File: src/rtl/chip8_mem_arbiter_if.sv
// Bus bundle between the CHIP-8 RAM arbiter and its requesters/RAM.
//   cpu_*  : CPU fetch/data port (req/we/addr/wdata in, ack/rvalid/rdata out)
//   drw_*  : sprite draw engine port, same shape as cpu_*
//   vid_*  : video scanout read-only port (req/addr in, ack/rvalid/rdata out)
//   mem_*  : single-port synchronous RAM, 1-cycle read latency
// slave  : arbiter view.  master : requester/RAM environment view.
interface chip8_mem_arbiter_if #(
  parameter int ADDR_W = 12,
  parameter int DATA_W = 8
);
  logic              cpu_req;
  logic              cpu_we;
  logic [ADDR_W-1:0] cpu_addr;
  logic [DATA_W-1:0] cpu_wdata;
  logic              cpu_ack;
  logic              cpu_rvalid;
  logic [DATA_W-1:0] cpu_rdata;

  logic              drw_req;
  logic              drw_we;
  logic [ADDR_W-1:0] drw_addr;
  logic [DATA_W-1:0] drw_wdata;
  logic              drw_ack;
  logic              drw_rvalid;
  logic [DATA_W-1:0] drw_rdata;

  logic              vid_req;
  logic [ADDR_W-1:0] vid_addr;
  logic              vid_ack;
  logic              vid_rvalid;
  logic [DATA_W-1:0] vid_rdata;

  logic              mem_en;
  logic              mem_we;
  logic [ADDR_W-1:0] mem_addr;
  logic [DATA_W-1:0] mem_wdata;
  logic [DATA_W-1:0] mem_rdata;

  modport slave (
    input  cpu_req, cpu_we, cpu_addr, cpu_wdata,
    output cpu_ack, cpu_rvalid, cpu_rdata,
    input  drw_req, drw_we, drw_addr, drw_wdata,
    output drw_ack, drw_rvalid, drw_rdata,
    input  vid_req, vid_addr,
    output vid_ack, vid_rvalid, vid_rdata,
    output mem_en, mem_we, mem_addr, mem_wdata,
    input  mem_rdata
  );

  modport master (
    output cpu_req, cpu_we, cpu_addr, cpu_wdata,
    input  cpu_ack, cpu_rvalid, cpu_rdata,
    output drw_req, drw_we, drw_addr, drw_wdata,
    input  drw_ack, drw_rvalid, drw_rdata,
    output vid_req, vid_addr,
    input  vid_ack, vid_rvalid, vid_rdata,
    input  mem_en, mem_we, mem_addr, mem_wdata,
    output mem_rdata
  );
endinterface

File: src/rtl/chip8_mem_arbiter.sv
// Shares the single-port CHIP-8 RAM between CPU, draw engine and video.
// One RAM access per clock. Video has fixed priority, bounded by VID_BURST
// consecutive grants while CPU/draw wait; CPU and draw alternate round-robin.
// Ports:
//   clk   : system clock
//   reset : asynchronous, active-low reset
//   bus   : chip8_mem_arbiter_if.slave (requester ports + RAM port)
// Grants are registered: ack/mem_* appear after the sampling edge, the read
// data and its rvalid one edge later.
module chip8_mem_arbiter #(
  parameter int ADDR_W    = 12,
  parameter int DATA_W    = 8,
  parameter int VID_BURST = 4
) (
  input logic                 clk,
  input logic                 reset,
  chip8_mem_arbiter_if.slave  bus
);

  typedef enum logic [1:0] {
    SRC_NONE = 2'd0,
    SRC_CPU  = 2'd1,
    SRC_DRW  = 2'd2,
    SRC_VID  = 2'd3
  } src_e;

  typedef enum logic {
    RR_CPU = 1'b0,
    RR_DRW = 1'b1
  } rr_e;

  localparam logic [3:0] BURST_MAX = 4'(VID_BURST);

  logic              cpu_elig;
  logic              drw_elig;
  logic              vid_elig;
  logic              side_elig;
  logic              vid_capped;
  src_e              win;
  logic              win_we;
  logic [ADDR_W-1:0] win_addr;
  logic [DATA_W-1:0] win_wdata;

  src_e              rd_tag;
  rr_e               rr_ptr;
  logic [3:0]        burst_cnt;

  // A requester whose ack is high this cycle is masked, so a req still held
  // during its ack cycle is never granted a second time.
  always_comb begin
    cpu_elig   = bus.cpu_req & ~bus.cpu_ack;
    drw_elig   = bus.drw_req & ~bus.drw_ack;
    vid_elig   = bus.vid_req & ~bus.vid_ack;
    side_elig  = cpu_elig | drw_elig;
    vid_capped = (burst_cnt == BURST_MAX) && side_elig;

    win = SRC_NONE;
    if (vid_elig && !vid_capped) begin
      win = SRC_VID;
    end else if (cpu_elig && drw_elig) begin
      win = (rr_ptr == RR_CPU) ? SRC_CPU : SRC_DRW;
    end else if (cpu_elig) begin
      win = SRC_CPU;
    end else if (drw_elig) begin
      win = SRC_DRW;
    end
  end

  // Address/data of the winner; with no winner (or video, which has no
  // write data) the RAM-side registers keep their previous contents.
  always_comb begin
    win_we    = 1'b0;
    win_addr  = bus.mem_addr;
    win_wdata = bus.mem_wdata;
    case (win)
      SRC_CPU: begin
        win_we    = bus.cpu_we;
        win_addr  = bus.cpu_addr;
        win_wdata = bus.cpu_wdata;
      end
      SRC_DRW: begin
        win_we    = bus.drw_we;
        win_addr  = bus.drw_addr;
        win_wdata = bus.drw_wdata;
      end
      SRC_VID: begin
        win_addr  = bus.vid_addr;
      end
      default: ;
    endcase
  end

  always_ff @(posedge clk or negedge reset) begin
    if (!reset) begin
      bus.cpu_ack    <= 1'b0;
      bus.drw_ack    <= 1'b0;
      bus.vid_ack    <= 1'b0;
      bus.cpu_rvalid <= 1'b0;
      bus.drw_rvalid <= 1'b0;
      bus.vid_rvalid <= 1'b0;
      bus.mem_en     <= 1'b0;
      bus.mem_we     <= 1'b0;
      bus.mem_addr   <= '0;
      bus.mem_wdata  <= '0;
      rd_tag         <= SRC_NONE;
      rr_ptr         <= RR_CPU;
      burst_cnt      <= '0;
    end else begin
      bus.cpu_ack   <= (win == SRC_CPU);
      bus.drw_ack   <= (win == SRC_DRW);
      bus.vid_ack   <= (win == SRC_VID);
      bus.mem_en    <= (win != SRC_NONE);
      bus.mem_we    <= win_we;
      bus.mem_addr  <= win_addr;
      bus.mem_wdata <= win_wdata;

      // Tag travels alongside mem_en; its shifted copy marks the cycle in
      // which mem_rdata carries the owner's data.
      rd_tag         <= (win != SRC_NONE && !win_we) ? win : SRC_NONE;
      bus.cpu_rvalid <= (rd_tag == SRC_CPU);
      bus.drw_rvalid <= (rd_tag == SRC_DRW);
      bus.vid_rvalid <= (rd_tag == SRC_VID);

      // Pointer only moves when CPU and draw actually contended.
      if (cpu_elig && drw_elig && (win == SRC_CPU || win == SRC_DRW)) begin
        rr_ptr <= (win == SRC_CPU) ? RR_DRW : RR_CPU;
      end

      if (win == SRC_VID) begin
        if (side_elig && burst_cnt != BURST_MAX) begin
          burst_cnt <= burst_cnt + 4'd1;
        end
      end else begin
        burst_cnt <= '0;
      end
    end
  end

  assign bus.cpu_rdata = bus.mem_rdata;
  assign bus.drw_rdata = bus.mem_rdata;
  assign bus.vid_rdata = bus.mem_rdata;

endmodule

File: src/flat_wrapper.sv
// flat-port wrapper written by rule: the top's interface ports become plain ports
module chip8_mem_arbiter_flat 
#(
  parameter int ADDR_W    = 12,
  parameter int DATA_W    = 8,
  parameter int VID_BURST = 4
)
  (clk, reset, bus_cpu_req, bus_cpu_we, bus_cpu_addr, bus_cpu_wdata, bus_cpu_ack, bus_cpu_rvalid, bus_cpu_rdata, bus_drw_req, bus_drw_we, bus_drw_addr, bus_drw_wdata, bus_drw_ack, bus_drw_rvalid, bus_drw_rdata, bus_vid_req, bus_vid_addr, bus_vid_ack, bus_vid_rvalid, bus_vid_rdata, bus_mem_en, bus_mem_we, bus_mem_addr, bus_mem_wdata, bus_mem_rdata);
  chip8_mem_arbiter_if #(.ADDR_W(ADDR_W), .DATA_W(DATA_W)) bus_i ();
  input logic clk;
  input logic reset;
  input wire logic [$bits(bus_i.cpu_req)-1:0] bus_cpu_req;
  input wire logic [$bits(bus_i.cpu_we)-1:0] bus_cpu_we;
  input wire logic [$bits(bus_i.cpu_addr)-1:0] bus_cpu_addr;
  input wire logic [$bits(bus_i.cpu_wdata)-1:0] bus_cpu_wdata;
  output wire logic [$bits(bus_i.cpu_ack)-1:0] bus_cpu_ack;
  output wire logic [$bits(bus_i.cpu_rvalid)-1:0] bus_cpu_rvalid;
  output wire logic [$bits(bus_i.cpu_rdata)-1:0] bus_cpu_rdata;
  input wire logic [$bits(bus_i.drw_req)-1:0] bus_drw_req;
  input wire logic [$bits(bus_i.drw_we)-1:0] bus_drw_we;
  input wire logic [$bits(bus_i.drw_addr)-1:0] bus_drw_addr;
  input wire logic [$bits(bus_i.drw_wdata)-1:0] bus_drw_wdata;
  output wire logic [$bits(bus_i.drw_ack)-1:0] bus_drw_ack;
  output wire logic [$bits(bus_i.drw_rvalid)-1:0] bus_drw_rvalid;
  output wire logic [$bits(bus_i.drw_rdata)-1:0] bus_drw_rdata;
  input wire logic [$bits(bus_i.vid_req)-1:0] bus_vid_req;
  input wire logic [$bits(bus_i.vid_addr)-1:0] bus_vid_addr;
  output wire logic [$bits(bus_i.vid_ack)-1:0] bus_vid_ack;
  output wire logic [$bits(bus_i.vid_rvalid)-1:0] bus_vid_rvalid;
  output wire logic [$bits(bus_i.vid_rdata)-1:0] bus_vid_rdata;
  output wire logic [$bits(bus_i.mem_en)-1:0] bus_mem_en;
  output wire logic [$bits(bus_i.mem_we)-1:0] bus_mem_we;
  output wire logic [$bits(bus_i.mem_addr)-1:0] bus_mem_addr;
  output wire logic [$bits(bus_i.mem_wdata)-1:0] bus_mem_wdata;
  input wire logic [$bits(bus_i.mem_rdata)-1:0] bus_mem_rdata;
  assign bus_i.cpu_req = bus_cpu_req;
  assign bus_i.cpu_we = bus_cpu_we;
  assign bus_i.cpu_addr = bus_cpu_addr;
  assign bus_i.cpu_wdata = bus_cpu_wdata;
  assign bus_cpu_ack = bus_i.cpu_ack;
  assign bus_cpu_rvalid = bus_i.cpu_rvalid;
  assign bus_cpu_rdata = bus_i.cpu_rdata;
  assign bus_i.drw_req = bus_drw_req;
  assign bus_i.drw_we = bus_drw_we;
  assign bus_i.drw_addr = bus_drw_addr;
  assign bus_i.drw_wdata = bus_drw_wdata;
  assign bus_drw_ack = bus_i.drw_ack;
  assign bus_drw_rvalid = bus_i.drw_rvalid;
  assign bus_drw_rdata = bus_i.drw_rdata;
  assign bus_i.vid_req = bus_vid_req;
  assign bus_i.vid_addr = bus_vid_addr;
  assign bus_vid_ack = bus_i.vid_ack;
  assign bus_vid_rvalid = bus_i.vid_rvalid;
  assign bus_vid_rdata = bus_i.vid_rdata;
  assign bus_mem_en = bus_i.mem_en;
  assign bus_mem_we = bus_i.mem_we;
  assign bus_mem_addr = bus_i.mem_addr;
  assign bus_mem_wdata = bus_i.mem_wdata;
  assign bus_i.mem_rdata = bus_mem_rdata;
  chip8_mem_arbiter #(.ADDR_W(ADDR_W), .DATA_W(DATA_W), .VID_BURST(VID_BURST)) u_core (.clk(clk), .reset(reset), .bus(bus_i));
endmodule
File: config.mk
export PLATFORM = sky130hd
export DESIGN_NAME = chip8_mem_arbiter_flat
export DESIGN_NICKNAME = d
export VERILOG_FILES = /design/src/rtl/chip8_mem_arbiter_if.sv /design/src/rtl/chip8_mem_arbiter.sv /design/src/flat_wrapper.sv
export SDC_FILE = /design/constraint.sdc
export NUM_CORES = 1
export LEC_CHECK = 0
export CAP_MARGIN = 20
export CORE_MARGIN = 2
export CORE_UTILIZATION = 35
export CTS_CLUSTER_DIAMETER = 50
export DETAILED_ROUTE_END_ITERATION = 10
export HOLD_SLACK_MARGIN = 0.05
export PLACE_DENSITY = 0.88
export SLEW_MARGIN = 20
export SYNTH_ARGS = -nofsm -noshare
export SYNTH_HDL_FRONTEND = slang
export SYNTH_SLANG_ARGS = --single-unit
File: constraint.sdc
create_clock -name clk -period 1.4 [get_ports clk]
set_input_delay 0.14 -clock clk [delete_from_list [all_inputs] [get_ports clk]]
set_output_delay 0.14 -clock clk [all_outputs]
set_load 0.1 [all_outputs]
# Word-level counts from Yosys, hierarchy flattened
# Cells that the tools add are included.
totals:
  register_bits: 35
  output_inout_bits: 52
  word_cells: 54
op_classes:
  addsub: 1
  n_eq_ne: 9
  muxes: 12
  bitwise: 7
  reduce_logical: 12
ops:
  columns: ["cell", "count"]
  rows:
  - ["case mux 12 bit (3 select lines)", 1]
  - ["case mux 8 bit (2 select lines)", 1]
  - ["2-to-1 mux 2 bit", 6]
  - ["== test 2 bit (second input constant)", 4]
  - ["2-to-1 mux 4 bit", 2]
  - ["logical AND 1 bit", 6]
  - ["adder 4 x 1 -> 4 bit (second input constant)", 1]
  - ["== test 2 x 1 -> 1 bit (second input constant)", 2]
  - ["== test 4 x 3 -> 1 bit (second input constant)", 1]
  - ["inequality test 4 x 3 -> 1 bit (second input constant)", 1]
  - ["nonzero test 2 bit", 2]
  - ["AND 1 bit", 3]
  - ["inverter 1 bit", 3]
  - ["nonzero test 3 bit", 1]
  - ["logical NOT 1 bit", 2]
  - ["inequality test 2 bit (second input constant)", 1]
  - ["case mux 1 bit (2 select lines)", 1]
  - ["logical OR 1 bit", 1]
  - ["2-to-1 mux 1 bit", 1]
  - ["bitwise OR 1 bit", 1]

# Logic depth before layout (Yosys ltp)
logic_depth:
  depth_word: 12
  mapped_depth: 7
  mapped_depth_nobuf: 6

# Worst setup path after synthesis
# Ideal clock, no wire load.
synth_timing:
  path_type: "register to register"
  start: "reg u_core.bus.cpu_ack"
  end: "reg u_core.bus.mem_addr[4]"
  setup_ps: 128
  t_arrival_ps: 1792
  setup_slack_ps: -520
  path_stages_with_launch: 7
  synth_period_minus_slack_ps: 1920
  path_cell_list: "dfrtp_1 nand2b_1 buf_6 a21oi_4 buf_6 o32ai_1 a21oi_1"
synth_between:
  elab_chain_cells: 9
  elab_cells_between_ends: 15
  cone_classes: "eq/ne (3); mux (4); bitwise (3); reduce/logical (5)"
synth_rtl:
  columns: ["item", "line_no", "rtl"]
  rows:
  - ["start: declaration", "chip8_mem_arbiter_if.sv:41", "output cpu_ack, cpu_rvalid, cpu_rdata,"]
  - ["start signal: assignment", "chip8_mem_arbiter.sv:109", "bus.cpu_ack <= (win == SRC_CPU);"]
  - ["inverter 1 bit *", "chip8_mem_arbiter.sv:51", "cpu_elig = bus.cpu_req & ~bus.cpu_ack;"]
  - ["AND 1 bit *", "chip8_mem_arbiter.sv:51", null]
  - ["bitwise OR 1 bit", "chip8_mem_arbiter.sv:54", "side_elig = cpu_elig | drw_elig;"]
  - ["logical AND 1 bit", "chip8_mem_arbiter.sv:55", "vid_capped = (burst_cnt == BURST_MAX) && side_elig;"]
  - ["logical NOT 1 bit", "chip8_mem_arbiter.sv:58", "if (vid_elig && !vid_capped) begin"]
  - ["logical AND 1 bit", "chip8_mem_arbiter.sv:58", null]
  - ["2-to-1 mux 2 bit *", "chip8_mem_arbiter.sv:58", null]
  - ["== test 2 bit or == test 2 x 1 -> 1 bit (tied branches)", "chip8_mem_arbiter.sv:75", "case (win)"]
  - ["case mux 12 bit (3 select lines) or nonzero test 3 bit (tied branches)", null, null]
  - ["end signal: assignment", "chip8_mem_arbiter.sv:114", "bus.mem_addr <= win_addr;"]
  - ["end: declaration", "chip8_mem_arbiter_if.sv:46", "output mem_en, mem_we, mem_addr, mem_wdata,"]
# Mark *: on every way between the ends. The rest lies on a longest branch, timed or not.
# A chain may end at the register's enable or synchronous reset.

# Worst setup path after layout
layout_timing:
  start: "reg u_core.burst_cnt[1]"
  end: "reg u_core.bus.mem_addr[3]"
layout_between:
  elab_chain_cells: 7
  elab_cells_between_ends: 10
  cone_classes: "eq/ne (4); mux (2); reduce/logical (4)"
layout_rtl:
  columns: ["item", "line_no", "rtl"]
  rows:
  - ["start: declaration", "chip8_mem_arbiter.sv:46", "logic [3:0] burst_cnt;"]
  - ["start signal: assignment", "chip8_mem_arbiter.sv:131", "burst_cnt <= burst_cnt + 4'd1;"]
  - ["== test 4 x 3 -> 1 bit *", "chip8_mem_arbiter.sv:55", null]
  - ["logical AND 1 bit *", "chip8_mem_arbiter.sv:55", null]
  - ["logical NOT 1 bit *", "chip8_mem_arbiter.sv:58", null]
  - ["logical AND 1 bit *", "chip8_mem_arbiter.sv:58", null]
  - ["2-to-1 mux 2 bit *", "chip8_mem_arbiter.sv:58", null]
  - ["== test 2 bit or == test 2 x 1 -> 1 bit (tied branches)", "chip8_mem_arbiter.sv:75", null]
  - ["case mux 12 bit (3 select lines) or nonzero test 3 bit (tied branches)", null, null]
# Marked as above.

==> results by stage <==
Outcome:
- The flow ran to the end, but the final reports show violations.
- The checks that failed: setup timing.

Layout:
- The number of nets in the finished design is 379.
- The final antenna diode count is 0.
- In the final layout, flip-flops and latches occupy 887.1 um2.
- At the end of the flow the core is filled with cells to 64.16%.
- The multi-input logic area is 0.001044 mm2.
- The synthesis-to-finish area growth is 80.18%.
- Of the cells placed in the final design, the portion with a size suffix greater than 1 is 40.84%.
- The number of fill cells in the layout is 436.

Clocking:
- The deepest level of the CTS H-tree is 2.
- The latest clock arrival within the worst-skew pair is 0.29 ns.
- The cell chosen for the clock root is sky130_fd_sc_hd__clkbuf_8.
- TritonCTS built the clock tree.
- The clock drives 35 sinks.
- The clock transition at the registers of the reported paths is 0.08 ns.
- In this run the deepest clock path goes through 2 buffers.
- The total clock buffers created by CTS is 5.

STA:
- The shortest period the worst path allows is 1.649 ns.
- Static timing analysis puts the maximum clock frequency at 606.4 MHz.
- The final-report hold violation count came to 0.
- The count of final max-slew check failures is 0.
- Adding up every negative setup slack in the final design gives -2.717 ns.
- Hold timing on the final database bottoms out at a slack of 0.2801 ns.
- The final worst clock skew is 0.009293 ns.
- Once routing completed, OpenROAD measured the worst setup slack at -0.2492 ns.
- The tightest slew margin relative to the limit is 59.26%.
- Setup violations remaining at the end of the flow were counted as 24.
- For the pin with the worst max-slew slack, the measured transition is 0.6111 ns.
- After layout, the worst path uses 117.8% of the clock period.
- Setup repair after global routing could not meet its margin everywhere.

Die:
- The number of rows in the core area is 28.
- 119 I/O pins were placed.
- The core region is 0.005816 mm2.
- The die area is 0.006548 mm2.
- The height of the chip is 80.92 um.
- The starting density of the core is 35.61%.
- The overall die width is 80.92 um.

Detailed routing:
- The detailed router finished its first iteration with 114 violations.
- The remaining routing DRC violations is 0.
- The detailed router put a total of 2684 um of wire on met1.
- For this run, the detailed router's first-pass iteration total came to 4.
- In the final routed layout, each cell accounts on average for 18.15 um.
- In this run the remaining antenna-violating nets after routing total 0.
- The ratio of routed vias to standard cells is 5.130.
- The total wirelength of the detailed-routed design is 7007 um.
- The routed design uses 446 um of met3 wire.
- After detailed routing, the met2 layer carries 3823 um of wire.
- After detailed routing, no signal wire sits above met4.
- Summing over every cut layer, the via total after detailed routing is 1,980.

Synth:
- The number of nets handed over by synthesis was 273.
- The number of enable flip-flop cells after synthesis is 0.
- After technology mapping, the gate count stands at 204.
- For this run, the number of Yosys warnings is 0.
- The mean cell area of the mapped netlist is 10.15 um2.
- Sequential cells were found to cover 42.30% of the synthesized design area.
- In this run, distinct cell masters in the synthesized netlist total 40.
- After synthesis the netlist holds a flip-flop and latch count of 35.
- The flip-flop cell with the highest count after synthesis is sky130_fd_sc_hd__dfrtp_1.
- After synthesis, the share of flip-flops with an asynchronous set or reset is 100.0%.
- The netlist area before placement is 0.002071 mm2.

Global route:
- The number of global-route vias before repair is 2,049.
- The initial antenna violation count came to 0.
- The pin count of the biggest net entering global routing is 27.
- For this run the aggregate overflow at the end of global routing stands at 0.
- The first global-routing pass estimated 10,270 um of wire.
- Global routing used 20.46% of the available tracks across all layers.

Worst setup path:
- The endpoint kind of the worst setup timing path is a flop.
- By startpoint and endpoint, the worst setup path is classified as reg2reg.
- The arrival time reported for the critical path endpoint is 1.81 ns.
- The largest driver fanout on the critical path is 5.
- The type of element launching the critical path is a flop.
- STA puts the critical path data required time at 1.56 ns.

Power and ir drop:
- The power density over the cells is 1486 mW/mm2.
- The reported leakage power is 0.001576 uW.
- The total chip power is 5543 uW.
- The worst-case IR drop observed on VDD is 0.0006627 V.

Placed design:
- The global placer's final weighted congestion is 0.8413.
- OpenSTA, run right after detailed placement, puts the worst setup slack at -0.2634 ns.
- The number of input and output port buffers inserted is 86.
- The wire-length estimate of the detail-placed layout is 4800 um.

Hold path:
- The class of the most critical hold timing path is in2out.

Run:
- The tool flagged a number of max-cap violations equal to 0.
==> cells in the mapped netlist (6+ instances only) <==
library cell / n / area (um2)
sky130_fd_sc_hd__o21ai_1: 8 / 40.04
sky130_fd_sc_hd__dfrtp_1: 35 / 875.8
sky130_fd_sc_hd__buf_6: 6 / 67.56
sky130_fd_sc_hd__nand3_1: 18 / 90.09
sky130_fd_sc_hd__a21oi_1: 8 / 40.04
sky130_fd_sc_hd__buf_2: 7 / 35.03
sky130_fd_sc_hd__nor3b_1: 10 / 75.07
sky130_fd_sc_hd__nor2_1: 15 / 56.30
sky130_fd_sc_hd__o32ai_1: 6 / 52.55
sky130_fd_sc_hd__buf_4: 24 / 180.2
sky130_fd_sc_hd__nand2_1: 14 / 52.55
sky130_fd_sc_hd__mux2i_1: 8 / 80.08
==> layout make-up <==
| cell class | count | area share [%] |
|---|---|---|
| Multi-Input combinational cell | 130 | 27.97 |
| Tap cell | 75 | 2.515 |
| Timing Repair Buffer | 136 | 43.09 |
| Clock inverter | 1 | 0.1341 |
| Inverter | 2 | 0.2012 |
| Clock buffer | 7 | 2.314 |
| Sequential cell | 35 | 23.78 |
==> state kept, by name (all words and copies together), names as in the netlist <==
signal	cells
u_core.burst_cnt	4
u_core.bus.cpu_ack	1
u_core.bus.cpu_rvalid	1
u_core.bus.drw_ack	1
u_core.bus.drw_rvalid	1
u_core.bus.mem_addr	12
u_core.bus.mem_en	1
u_core.bus.mem_wdata	8
u_core.bus.mem_we	1
u_core.bus.vid_ack	1
u_core.bus.vid_rvalid	1
u_core.rd_tag	2
u_core.rr_ptr	1
==> routing by layer <==
metal / GRT usage, % / up-vias
met1: 23.55 / 971
li1: - / 922
met2: 38.02 / 83
met4: 4.915 / 0
met3: 4.889 / 4
met5: 0 / -
==> report_power, final <==
group,switching [uW],internal [uW],leakage [uW]
Combinational,1980,1350,0.00110
Sequential,230,1220,0.000423
Clock,369,397,0.0000482
==> critical path: stages, from the launching register on <==
cell and delay [ns]:
sky130_fd_sc_hd__dfrtp_1 0.38, sky130_fd_sc_hd__inv_2 0.07, sky130_fd_sc_hd__ha_4 0.16, sky130_fd_sc_hd__buf_6 0.11
sky130_fd_sc_hd__nand3b_4 0.11, sky130_fd_sc_hd__a21oi_4 0.05, sky130_fd_sc_hd__buf_4 0.16, sky130_fd_sc_hd__o32ai_1 0.34
sky130_fd_sc_hd__a21oi_1 0.14
==> stage by stage <==
| stage | cell area (um2) | instances |
|---|---|---|
| 2_1_floorplan | 2143 | 204 |
| 3_5_place_dp | 3364 | 363 |
| 5_1_grt | 3731 | 386 |
| 4_1_cts | 3610 | 382 |
| 6_report | 3731 | 386 |
| 3_3_place_gp | 3364 | 363 |
==> what timing repair did <==
item,in CTS,in global routing
endpoints found under the hold margin,24,0
hold buffers,1,0
endpoints found under the setup margin,29,29
pin swaps,5,7
gates cloned,0,1
setup buffers,10,5
gates resized for setup,12,15
==> cell families (layout without fill, tap and decap cells) <==
group / after synthesis / count (layout) / synth area share [%]
simple gates: 70 / 70 / 18.85
compound gates: 49 / 49 / 19.34
buf+inv: 39 / 146 / 14.02
flops: 35 / 35 / 42.30
mux: 8 / 8 / 3.867
fa+ha+maj: 2 / 2 / 1.208
xor+xnor: 1 / 1 / 0.4230
==> final timing paths <==
check	to	from	slack, ns	cells past startpoint
worst max-delay path	u_core.bus.mem_addr[3]	u_core.burst_cnt[1]	-0.25	8
worst min-delay path	bus_cpu_rdata[2]	bus_mem_rdata[2]	0.28	0
worst max register to register	u_core.bus.mem_addr[3]	u_core.burst_cnt[1]	-0.25	8
worst min register to register	u_core.bus.drw_rvalid	u_core.rd_tag[0]	0.43	1
max in group asynchronous	u_core.bus.mem_wdata[4]	reset	0.42	3
min in group asynchronous	u_core.bus.cpu_rvalid	reset	0.39	2
==> layout by cell type (no fill, tap or decap), drive strengths merged, types with 2 or more instances in the layout <==
cell type,count
o21ai,11
clkdlybuf4s50,57
ha,2
nand2,14
clkbuf,8
buf,77
nor3b,11
mux2i,8
dfrtp,35
inv,2
nand3,19
a21oi,13
nand2b,3
o22ai,4
o211ai,3
nor2,15
o32ai,10
a31oi,3
nor2b,4
No activity file was read; power rests on OpenSTA's default activity.
